[src/rtl/uart_pkg.sv]
// Shared UART definitions: receiver FSM encoding, frame defaults and baud divisor width.
package uart_pkg;

  localparam int unsigned DbitDefault   = 8;
  localparam int unsigned SbTickDefault = 16;
  localparam int unsigned DivW          = 10;

  typedef enum logic [1:0] {
    StIdle,
    StStart,
    StData,
    StStop
  } rx_state_e;

endpackage

[src/rtl/uart_baud_gen.sv]
// Free-running divider producing a one-cycle tick every final_value+1 clocks (16x oversample).
module uart_baud_gen
  import uart_pkg::*;
(
  input  logic            clk,
  input  logic            reset,
  input  logic [DivW-1:0] final_value,
  output logic            tick
);

  logic [DivW-1:0] cnt_q;

  // Compare with >= so that lowering the divisor below the running count reloads at once.
  assign tick = (cnt_q >= final_value);

  always_ff @(posedge clk) begin
    if (reset) begin
      cnt_q <= '0;
    end else if (tick) begin
      cnt_q <= '0;
    end else begin
      cnt_q <= cnt_q + DivW'(1);
    end
  end

endmodule

[src/rtl/uart_rx_fifo.sv]
// 8N1 UART receiver with 16x oversampling feeding a show-ahead receive FIFO.
module uart_rx_fifo
  import uart_pkg::*;
#(
  parameter int unsigned DBIT    = DbitDefault,
  parameter int unsigned SB_TICK = SbTickDefault,
  parameter int unsigned ADDR_W  = 4
) (
  input  logic            clk,
  input  logic            reset,
  input  logic [DivW-1:0] final_value,
  input  logic            rx,
  input  logic            rd_en,
  output logic [7:0]      data_out,
  output logic            empty,
  output logic            full,
  output logic            frame_err,
  output logic            overrun
);

  localparam int unsigned Depth     = 2 ** ADDR_W;
  localparam logic [2:0]  NLast     = 3'(DBIT - 1);
  localparam logic [3:0]  SMid      = 4'd7;
  localparam logic [3:0]  SBitLast  = 4'd15;
  localparam logic [3:0]  SStopLast = 4'(SB_TICK - 1);
  localparam logic [ADDR_W:0] PtrOne = 1;

  // Synchroniser: rx is asynchronous to clk.
  logic [1:0] sync_q;
  logic       rx_s;

  always_ff @(posedge clk) begin
    if (reset) begin
      sync_q <= 2'b11;
    end else begin
      sync_q <= {sync_q[0], rx};
    end
  end

  assign rx_s = sync_q[1];

  logic tick;

  uart_baud_gen u_baud_gen (
    .clk         (clk),
    .reset       (reset),
    .final_value (final_value),
    .tick        (tick)
  );

  rx_state_e   state_q;
  logic [3:0]  s_cnt_q;
  logic [2:0]  n_q;
  logic [7:0]  shift_q;
  logic        frame_err_q;
  logic        overrun_q;

  logic [ADDR_W:0] wr_ptr_q;
  logic [ADDR_W:0] rd_ptr_q;
  logic [7:0]      mem_q [Depth];

  logic stop_done;
  logic push;
  logic pop;

  assign empty    = (wr_ptr_q == rd_ptr_q);
  assign full     = (wr_ptr_q[ADDR_W] != rd_ptr_q[ADDR_W]) &&
                    (wr_ptr_q[ADDR_W-1:0] == rd_ptr_q[ADDR_W-1:0]);
  assign data_out = mem_q[rd_ptr_q[ADDR_W-1:0]];
  assign pop      = rd_en && !empty;

  // A full FIFO still accepts the byte when a pop frees the head slot in the same cycle.
  assign stop_done = (state_q == StStop) && tick && (s_cnt_q == SStopLast);
  assign push      = stop_done && rx_s && (!full || pop);

  assign frame_err = frame_err_q;
  assign overrun   = overrun_q;

  always_ff @(posedge clk) begin
    if (reset) begin
      state_q     <= StIdle;
      s_cnt_q     <= '0;
      n_q         <= '0;
      shift_q     <= '0;
      frame_err_q <= 1'b0;
      overrun_q   <= 1'b0;
    end else begin
      frame_err_q <= 1'b0;
      overrun_q   <= 1'b0;
      unique case (state_q)
        StIdle: begin
          if (!rx_s) begin
            state_q <= StStart;
            s_cnt_q <= '0;
          end
        end
        StStart: begin
          if (tick) begin
            if (s_cnt_q == SMid) begin
              if (!rx_s) begin
                state_q <= StData;
                s_cnt_q <= '0;
                n_q     <= '0;
              end else begin
                state_q <= StIdle;
              end
            end else begin
              s_cnt_q <= s_cnt_q + 4'd1;
            end
          end
        end
        StData: begin
          if (tick) begin
            if (s_cnt_q == SBitLast) begin
              shift_q <= {rx_s, shift_q[7:1]};
              s_cnt_q <= '0;
              if (n_q == NLast) begin
                state_q <= StStop;
              end else begin
                n_q <= n_q + 3'd1;
              end
            end else begin
              s_cnt_q <= s_cnt_q + 4'd1;
            end
          end
        end
        StStop: begin
          if (tick) begin
            if (s_cnt_q == SStopLast) begin
              state_q     <= StIdle;
              frame_err_q <= !rx_s;
              overrun_q   <= rx_s && full && !pop;
            end else begin
              s_cnt_q <= s_cnt_q + 4'd1;
            end
          end
        end
        default: state_q <= StIdle;
      endcase
    end
  end

  always_ff @(posedge clk) begin
    if (reset) begin
      wr_ptr_q <= '0;
      rd_ptr_q <= '0;
      for (int unsigned i = 0; i < Depth; i++) begin
        mem_q[i] <= '0;
      end
    end else begin
      if (push) begin
        mem_q[wr_ptr_q[ADDR_W-1:0]] <= shift_q;
        wr_ptr_q                    <= wr_ptr_q + PtrOne;
      end
      if (pop) begin
        rd_ptr_q <= rd_ptr_q + PtrOne;
      end
    end
  end

endmodule

[config.mk]
export PLATFORM = sky130hd
export DESIGN_NAME = uart_rx_fifo
export DESIGN_NICKNAME = d
export VERILOG_FILES = /design/src/rtl/uart_pkg.sv /design/src/rtl/uart_baud_gen.sv /design/src/rtl/uart_rx_fifo.sv
export SDC_FILE = /design/constraint.sdc
export NUM_CORES = 1
export LEC_CHECK = 0
export CORE_ASPECT_RATIO = 1.4
export CORE_MARGIN = 5
export CORE_UTILIZATION = 40
export DETAILED_ROUTE_END_ITERATION = 12
export PLACE_DENSITY = 0.62
export SYNTH_ARGS = -nofsm -noshare
export SYNTH_HDL_FRONTEND = slang
export SYNTH_HIERARCHICAL = 1
export SYNTH_SLANG_ARGS = --single-unit
[constraint.sdc]
create_clock -name clk -period 4.9 [get_ports clk]
set_input_delay 0.49 -clock clk [delete_from_list [all_inputs] [get_ports clk]]
set_output_delay 0.49 -clock clk [all_outputs]
set_load 0.01 [all_outputs]
# --- Word level (Yosys, flattened, before mapping) ---
# Memories as Yosys holds them, arrays and structs flattened. A register that Yosys moved wholly into a read port is not among the register bits.
# Index checks and enable logic that the tools add are counted.
word_totals:
  regBits: 41
  latchBits: 0
  ram_bits: 128
  mem_bits_ro: 0
  output_inout_bits: 12
  word_cells: 97
  n_memories: 1
mem_list:
  columns: ["name", "words", "word_bits", "rd", "rd_ports_with_merged_regs", "wr", "line", "text"]
  rows:
  - ["mem_q", 16, 8, 1, 1, 16, "uart_rx_fifo.sv:60", "logic [7:0] mem_q [Depth];"]
op_classes:
  addsub: 5
  mul: 0
  div: 0
  n_lt_le_gt_ge: 1
  n_eq_ne: 20
  n_shift: 0
  mux: 35
  bitwise_logic: 3
  n_reduce_logical: 22
ops:
  columns: ["operator", "n"]
  rows:
  - ["$mux 4", 10]
  - ["$ne 2x2->1 const B", 10]
  - ["$mux 2", 9]
  - ["$mux 3", 6]
  - ["$pmux 4 s4", 1]
  - ["$add 10x1->10 const B", 1]
  - ["$add 5x1->5 const B", 2]
  - ["$ge 10x10->1", 1]
  - ["$logic_and 1x1->1", 8]
  - ["$mux 8", 1]
  - ["$pmux 2 s4", 1]
  - ["$reduce_and 8->1", 1]
  - ["$reduce_or 8->1", 1]
  - ["$reduce_and 7->1", 1]
  - ["$mux 1", 6]
  - ["$pmux 3 s2", 1]
  - ["$eq 5x5->1", 1]
  - ["$add 4x1->4 const B", 1]
  - ["$eq 2x2->1 const B", 2]
  - ["$eq 4x3->1 const B", 1]
  - ["$eq 4x4->1", 1]
  - ["$eq 4x4->1 const B", 1]
  - ["$logic_not 1->1", 4]
  - ["$reduce_and 4->1", 1]
  - ["12 further kinds", 14]

# --- Depth between registers and ports, before layout ---
logic_depth:
  ltp_word: 10
  depth_mapped: 12
  ltp_nobuf: 10

# --- By module ---
# The synthesis kept the hierarchy.
modules_own_cells:
  columns: ["module", "instances", "cells_per_inst", "area_per_inst_um2"]
  rows:
  - ["uart_rx_fifo", 1, 574, 7619.8]
  - ["uart_baud_gen", 1, 77, 671.9]

# --- Worst setup path after synthesis ---
# No wires, ideal clock.
synth_path:
  path_kind: "input to register"
  from: "input port final_value[9]"
  to: "memory mem_q[3][0], enable pin"
  arrival_time_ps: 2887
  slack_ps: 1682
  cell_stages: 11
  n_path_buf: 2
  path_cell_list: "inv_1 > ha_1 > nand4_1 > o311ai_1 > buf_2 > or2_2 > nand4_2 > or2_2 > a21oi_4 > buf_6 > a31o_1"
synth_lines:
  columns: ["element", "line", "text"]
  rows:
  - ["from (decl)", "uart_rx_fifo.sv:11", "input logic [DivW-1:0] final_value,"]
  - ["to (decl)", "uart_rx_fifo.sv:60", null]

==> run summary <==
Fmax -> 269 MHz
Antenna diode count -> 0
CP Capture Type -> output pin
Clk Latency, worst-skew pair -> 0.42 ns
Worst path required time -> 4.41 ns
Post-route clock period utilization -> 75.8%
Synthesized flop and latch total -> 173
EDFF count, synth -> 128
Worst slew pin tran -> 1.02 ns
CTS-repair resized insts -> 0
Synth async-reset ratio -> 0%
DRT antenna net count -> 0
Drt via density -> 5.68
Static Leak -> 2.86 nW
PnR worst setup slack -> 1.18 ns
Global route overflow -> 0
Vias in the first global route -> 5405
# clock sinks -> 173
Worst path cell trace -> mux4_1, mux4_2, clkdlybuf4s50_1
Startpoint types -> register
Starting Density -> 40.5%
Synth cell count leaders -> nor2_1, edfxtp_1, nand2_1
Ranking of synthesized cells by area -> edfxtp_1, dfxtp_1, mux4_1
Post-synthesis sequential area ratio -> 57.2%
Fin. max-slew vios -> 0
First-pass GRT wire length -> 30200 um
Critical Path Slowest Stage Cell -> dfxtp_2
P per Cell Area -> 328 nW/um^2
Cts bufs inserted -> 17
Top-count cell post-synth -> nor2_1
CP bufs+invs -> 1
DRT Pass-1 Iters -> 5
Max VDD drop -> 222 uV
Post-DP HPWL -> 13700 um
Crit Path Category -> register to output pin
WP depth -> 3
Path depth of the worst reg2reg path -> 8
Cell count after synthesis -> 651
Worst hold path class -> register to register
Post-CTS setup buffers -> 0
DR iter-0 viols -> 419
Final Hold Viols -> 0
Top_reg_cell synth -> edfxtp_1
Remaining DRCs -> 0
Layout area overhead -> 11.0%
Largest delay share family, worst path -> multiplexers
Die area -> 23700 um^2
Total core area -> 20500 um^2
Max Clock Skew -> 0.00903 ns
Fillers -> 1863
Cell Rows -> 62
Post-synth net total -> 684
CP Data Arrival Time -> 3.23 ns
Synth area leader -> edfxtp_1
Initial antenna violation count -> 0
DIE HEIGHT -> 180 um
Mapped Area -> 8290 um^2
CTS Hold Bufs -> 0
Setup TNS -> 0 ns
Worst hold path stage count -> 1
Drt wl/cell -> 20.9 um
Pin count of the biggest net entering global routing -> 63
CP Max Fanout -> 32
Synthesized area per cell -> 12.7 um^2
Clock-pin slew on the worst setup and hold paths -> 0.07 ns
Yosys cell types -> 61
Die W -> 132 um
Deepest clock path buffer count -> 2
Overall Global Routing Usage -> 16.5%
Pwr Total -> 3.02 mW
Final WL -> 19500 um
Via count -> 5278
Status -> complete, no violations
PortBufs -> 25
Slew Limit Headroom -> 32.1%
NumNets Final -> 694
Share of layout cells above drive strength 1 -> 13.1%
RSZ-0062 raised after global routing -> no
Top-area cell type share of the netlist area -> 46.4%
Root Driver -> clkbuf_16
Critical Path Max Stage Delay -> 1.00 ns
Ports -> 26
Final worst path period need -> 3.72 ns
H-Tree Depth -> 4
Gpl congestion -> 0.831
Yosys warns -> 6
Post-place setup slack -> 0.853 ns
CTS tree -> built
Max_cap viols -> 0
Setup Viol. Count Final -> 0
[cell type report]
class / instances / area (um^2) / area share [%]
multi-input combinational: 419 / 3220 / 35.0
timing repair buffer: 33 / 305 / 3.32
sequential: 173 / 4750 / 51.6
clock buffer: 17 / 425 / 4.62
inverter: 17 / 63.8 / 0.693
clock inverter: 15 / 125 / 1.36
tap: 256 / 320 / 3.48
[power by group]
group	switching, mW	internal [mW]
clock network	0.563	0.696
logic	0.0599	0.0511
registers	0.0215	1.62
total	0.645	2.37
[cells by family after synthesis]
logic type	synth area share (%)
DFF	57.2
xor gates and xnor gates	1.46
muxes	14.2
adders and majority gates	2.87
buffers and inverters	3.95
and+or+nand+nor	14.7
AOI/OAI and AO/OA	5.60
[flip-flops by register name (all words and copies together), names as in the netlist, 2 cells and up, named ones only]
register / count
shift_q: 8
rd_ptr_q: 5
s_cnt_q: 4
wr_ptr_q: 5
sync_q: 2
n_q: 3
u_baud_gen/cnt_q: 10
mem_q: 128
[layer usage]
| layer | routed length, um | global-route usage, % | part of all wire [%] | up-vias |
|---|---|---|---|---|
| li1 | - | - | - | 2433 |
| met1 | 7370 | 18.9 | 38 | 2626 |
| met2 | 10500 | 30.1 | 54 | 187 |
| met3 | 1070 | 3.44 | 5.5 | 32 |
| met4 | 524 | 6.13 | 2.7 | 0 |
| met5 | 0 | 0 | 0 | - |
[placed cells by master (no fill, tap or decap), types with 4 or more instances in the layout]
cell type,n
a21oi_1,13
a31o_1,9
a31o_2,6
buf_4,8
clkbuf_16,17
clkdlybuf4s50_1,24
clkinv_4,4
clkinvlp_4,4
dfxtp_1,44
edfxtp_1,128
ha_1,19
inv_1,17
mux2_2,8
mux2i_1,9
mux4_1,25
mux4_2,15
nand2_1,46
nand3_1,11
nand3b_1,4
nand4_1,7
nor2_1,158
nor2b_1,7
nor4_1,11
o2111ai_2,4
o21ai_0,8
or2_2,5
xnor2_1,10
[path summary, 6_finish.rpt]
check	start	to	slack (ns)
worst max-delay path	register	data_out[6]	1.18
worst min-delay path	sync_q[0]$_SDFF_PP1_	sync_q[1]$_SDFF_PP1_	0.41
worst max register to register	u_baud_gen/cnt_q[7]$_SDFF_PP0_	mem_q[5][7]$_SDFFCE_PN0P_	1.48
worst min register to register	sync_q[0]$_SDFF_PP1_	sync_q[1]$_SDFF_PP1_	0.41
[stage by stage]
stage / hold WS [ns] / utilization [%] / area, um^2 / instances
global placement: 0.395 / 42.3 / 8650 / 898
detailed placement: 0.393 / 42.3 / 8650 / 898
CTS: 0.409 / 44.9 / 9210 / 930
floorplan: 0.389 / - / 8290 / 651
finish: 0.409 / 44.9 / 9210 / 930
global route: 0.427 / 44.9 / 9210 / 930
Power figures use the tool's default switching activity.
==> edit 1, RTL diff (same settings) <==
Register the input `rx` before use, cleared by the reset. The logic sees it one clock later. The other inputs are not delayed to match.
--- a/src/rtl/uart_rx_fifo.sv
+++ b/src/rtl/uart_rx_fifo.sv
@@ -26,4 +26,14 @@
   localparam logic [ADDR_W:0] PtrOne = 1;
 
+  logic rx_q;
+
+  always_ff @(posedge clk) begin
+    if (reset) begin
+      rx_q <= '0;
+    end else begin
+      rx_q <= rx;
+    end
+  end
+
   // Synchroniser: rx is asynchronous to clk.
   logic [1:0] sync_q;
@@ -34,5 +44,5 @@
       sync_q <= 2'b11;
     end else begin
-      sync_q <= {sync_q[0], rx};
+      sync_q <= {sync_q[0], rx_q};
     end
   end
Behaviour: no difference found for any inputs over 10 cycles, from zero or initial values and one cycle with reset high; that may be too few to reach the edited logic, so the function may still have changed.
==> edit 1 against the unedited design <==
Routed wire length is 4.0% lower; synthesized area is 0.74% higher; synthesized cell count is 0.77% higher; total power is 4.1% higher; sequential power hardly changed; sequential cell count is 1 higher; setup slack better by 0.014 ns; utilization is 0.092 points higher; design area is 0.58% higher.
==> edit 1: results (changes against the unedited design) <==
| Metric | Value |
|---|---|
| Signal buffers | `29 (-12%)` |
| Worst VDD drop | `206 uV (-7.2%)` |
| Multiplexer share of the synthesized area | `13.6% (-0.57 points)` |
| DP HPWL | `12800 um (-6.7%)` |
| Total GRT Usage | `15.8% (-0.67 points)` |
| RePlAce Congestion | `0.816 (-1.8%)` |
| Via density | `5.61 (-1.1%)` |
| Number of global-route vias before repair | `5451 (+0.85%)` |
| Max stage delay on crit path | `1.06 ns (+0.06 ns)` |
| Worst reg2reg path endpoint | `mem_q[0][1]` |
| Reg2reg start | `u_baud_gen/cnt_q[5]` |
| Synth Net Count | `689 (+0.73%)` |
| First-pass GRT wire length | `29400 um (-2.7%)` |
| Reg2Reg Setup Slack | `1.45 ns (-0.03 ns)` |
| Xor/xnor share of the synthesized area | `1.35% (-0.12 points)` |
| Largest net degree at the start of global routing | `65 (+3.2%)` |
| Status | `finished, final reports clean` |
| Syn Area/Cell | `12.7 sq um (about the same)` |
| Yosys cell types | `63 (+3.3%)` |
| Leak | `2.87 nW (+0.14%)` |
| DR iter-0 viols | `350 (-16%)` |
| Final-layout non-clock buffer area share | `2.97% (-0.34 points)` |
| Area of the multi-input gates | `3240 sq um (+0.51%)` |
| Setup Skew | `0.00733 ns (-0.00170 ns)` |
| Drt total wl | `18700 um (-4.0%)` |
| FF-to-FF path depth | `9 (+1)` |
| Share of layout cells above drive strength 1 | `14.8% (+1.7 points)` |
| Worst-Margin Slew | `1.11 ns (+0.0927 ns)` |
| Tot Pwr | `3.14 mW (+4.1%)` |
## edit 1: cell count changes after synthesis, sizes merged, moves of 3 or more
cell and delta:
a21oi +4, buf +4, nand3b -3, nor2 -5, nor2b +4, o21ai -3
## edit 1: per-layer routing
metal,routed length (um),track usage (%),vias up,share of wire (%)
li1,-,-,2422,-
met1,7270,18.5,2612,39
met2,9860,27.9,132,53
met3,883,3.42,37,4.7
met4,674,7.00,0,3.6
met5,0,0,-,0
## edit 1: through the flow
stage / cell area (sq um) / hold WS [ns] / utilization [%] / setup WS (ns)
2_1_floorplan: 8350 / 0.389 / - / 1.66
3_3_place_gp: 8670 / 0.396 / 42.2 / 0.903
3_5_place_dp: 8670 / 0.397 / 42.2 / 0.792
4_1_cts: 9260 / 0.411 / 45.0 / 1.09
5_1_grt: 9260 / 0.419 / 45.0 / 0.986
6_report: 9260 / 0.410 / 45.0 / 1.20
==> edit 2, RTL diff (same settings) <==
Made on the original files. `ADDR_W`: 4 -> 6.
--- a/src/rtl/uart_rx_fifo.sv
+++ b/src/rtl/uart_rx_fifo.sv
@@ -5,5 +5,5 @@
   parameter int unsigned DBIT    = DbitDefault,
   parameter int unsigned SB_TICK = SbTickDefault,
-  parameter int unsigned ADDR_W  = 4
+  parameter int unsigned ADDR_W  = 6
 ) (
   input  logic            clk,
Function: same outputs for any inputs over 4 cycles, from zero or initial values and one cycle with reset high; that may be too few to reach the edited logic, so the function may still have changed.
==> edit 2 against the unedited design <==
Synthesized cell count rose to 2.9 times the old value; total power grew to 3.4 times the old value; critical path depth increased by 3; sequential cell count rose by 390; setup slack worse by 0.63 ns; sequential share of layout area rose by 6.6 points; hold slack lost 0.025 ns; via count grew to 3.0 times the old value; die area grew to 2.9 times the old value; register-to-register slack got worse by 0.52 ns; design area grew to 3.1 times the old value; synthesized area grew to 3.1 times the old value; routed wire length grew to 3.6 times the old value; utilization shrank 0.085 points; critical path type unchanged; largest cell class unchanged; largest power group unchanged.
==> edit 2: results (changes against the unedited design) <==
| Metric | Value |
|---|---|
| DP HPWL | `46000 um (+230%)` |
| Synth Net Count | `1918 (+180%)` |
| DR iter-0 viols | `1754 (+320%)` |
| Placed cell area | `26300 sq um (+200%)` |
| Share of layout cells above drive strength 1 | `15.5% (+2.4 points)` |
| Worst reg2reg path endpoint | `mem_q[15][3]` |
| Global-route met1 utilization | `24.8% (+5.9 points)` |
| Routed length per placed instance | `25.6 um (+22%)` |
| Reg2Reg Setup Slack | `0.96 ns (-0.52 ns)` |
| Status | `finished, final reports clean` |
| Switching share of power | `21.0% (-0.35 points)` |
| Total GRT Usage | `20.3% (+3.8 points)` |
| Htree depth | `2 (-2)` |
| Setup Skew | `0.0337 ns (+0.0247 ns)` |
| Leak | `8.70 nW (+200%)` |
| Met3 WL post-DR | `4800 um (+350%)` |
| Met2 GRT Util | `35.2% (+5.1 points)` |
| FF-to-FF path depth | `10 (+2)` |
| RePlAce Congestion | `0.893 (+7.5%)` |
| CP top delay family | `compound AO/OA/AOI/OAI gates` |
| Syn Area/Cell | `13.4 sq um (+5.2%)` |
| Finished Layout Cells | `2748 (+200%)` |
| CTS Buf Count | `55 (+38)` |
| Area share of fa/ha/maj cells after synthesis | `0.791% (-2.1 points)` |
| Fillcell total | `5596 (+200%)` |
| Compound-Gate Fraction of Synth Area | `5.00% (-0.60 points)` |
| Worst min-delay path category | `input pin to flip-flop` |
| Crit-path slowest cell | `a2111oi_0` |
| Met3 Use GR | `2.82% (-0.61 points)` |
| CP arrival | `3.86 ns (+0.63 ns)` |
| Worst-Margin Slew | `1.31 ns (+0.288 ns)` |
| Synth cell count leaders | `nor2_1, edfxtp_1, mux4_2` |
| Multiplexer share of the synthesized area | `12.2% (-1.9 points)` |
| Worst-Skew Late Latency | `0.63 ns (+0.21 ns)` |
| Post-synth EDFFs | `512 (+300%)` |
| Largest cells by area after synthesis | `edfxtp_1, mux4_2, nor2_1, dfxtp_1, a21o_1` |
-- edit 2: cell types whose count changed after synthesis, moves of 36 or more --
cell	delta
a21o_1	+58
buf_2	+62
clkbuf_1	+36
edfxtp_1	+384
mux4_2	+113
nand2_1	+45
nor2_1	+405
-- edit 2: per-stage QoR --
step	hold WS, ns	setup slack (ns)	total power, mW
3_5_place_dp	0.395	0.316	5.95
5_1_grt	0.382	0.415	10.5
4_1_cts	0.354	0.483	10.3
3_3_place_gp	0.399	0.394	5.93
6_report	0.384	0.550	10.2
2_1_floorplan	0.389	1.19	5.78
-- edit 2: worst min-delay path by stage --
| stage | to | slack [ns] | cells after the start |
|---|---|---|---|
| floorplan | sync_q[1] | 0.39 | 1 |
| detailed placement | sync_q[1] | 0.40 | 1 |
| global route | shift_q[7] | 0.38 | 2 |
| finish | shift_q[7] | 0.38 | 2 |
| CTS | shift_q[7] | 0.35 | 2 |
| global placement | sync_q[1] | 0.40 | 1 |
-- edit 2: final cells by class --
cell class,instances,area (sq um),share of cell area (%)
Multi-Input combinational cell,1167,8150,28.9
Tap cell,832,1040,3.69
Clock inverter,37,412,1.46
Timing Repair Buffer,69,691,2.45
Sequential cell,563,16400,58.2
Inverter,15,56.3,0.200
Clock buffer,65,1450,5.15
-- edit 2: power by group through the flow --
stage	sequential (mW)	combinational (mW)	clock [mW]
final	5.50	0.339	4.38
after global routing	5.52	0.356	4.62
after CTS	5.50	0.344	4.44
after detailed placement	5.61	0.343	0
after global placement	5.59	0.338	0
after floorplan	5.57	0.212	0
-- edit 2: cells by family (layout without fill, tap and decap cells) --
kind of cell               after synthesis  in the layout
buffers and inverters                  158            186
xor gates and xnor gates                20             20
adders and majority gates               16             16
DFF                                    563            563
and+or+nand+nor                        799            799
muxes                                  149            149
AOI/OAI and AO/OA                      183            183
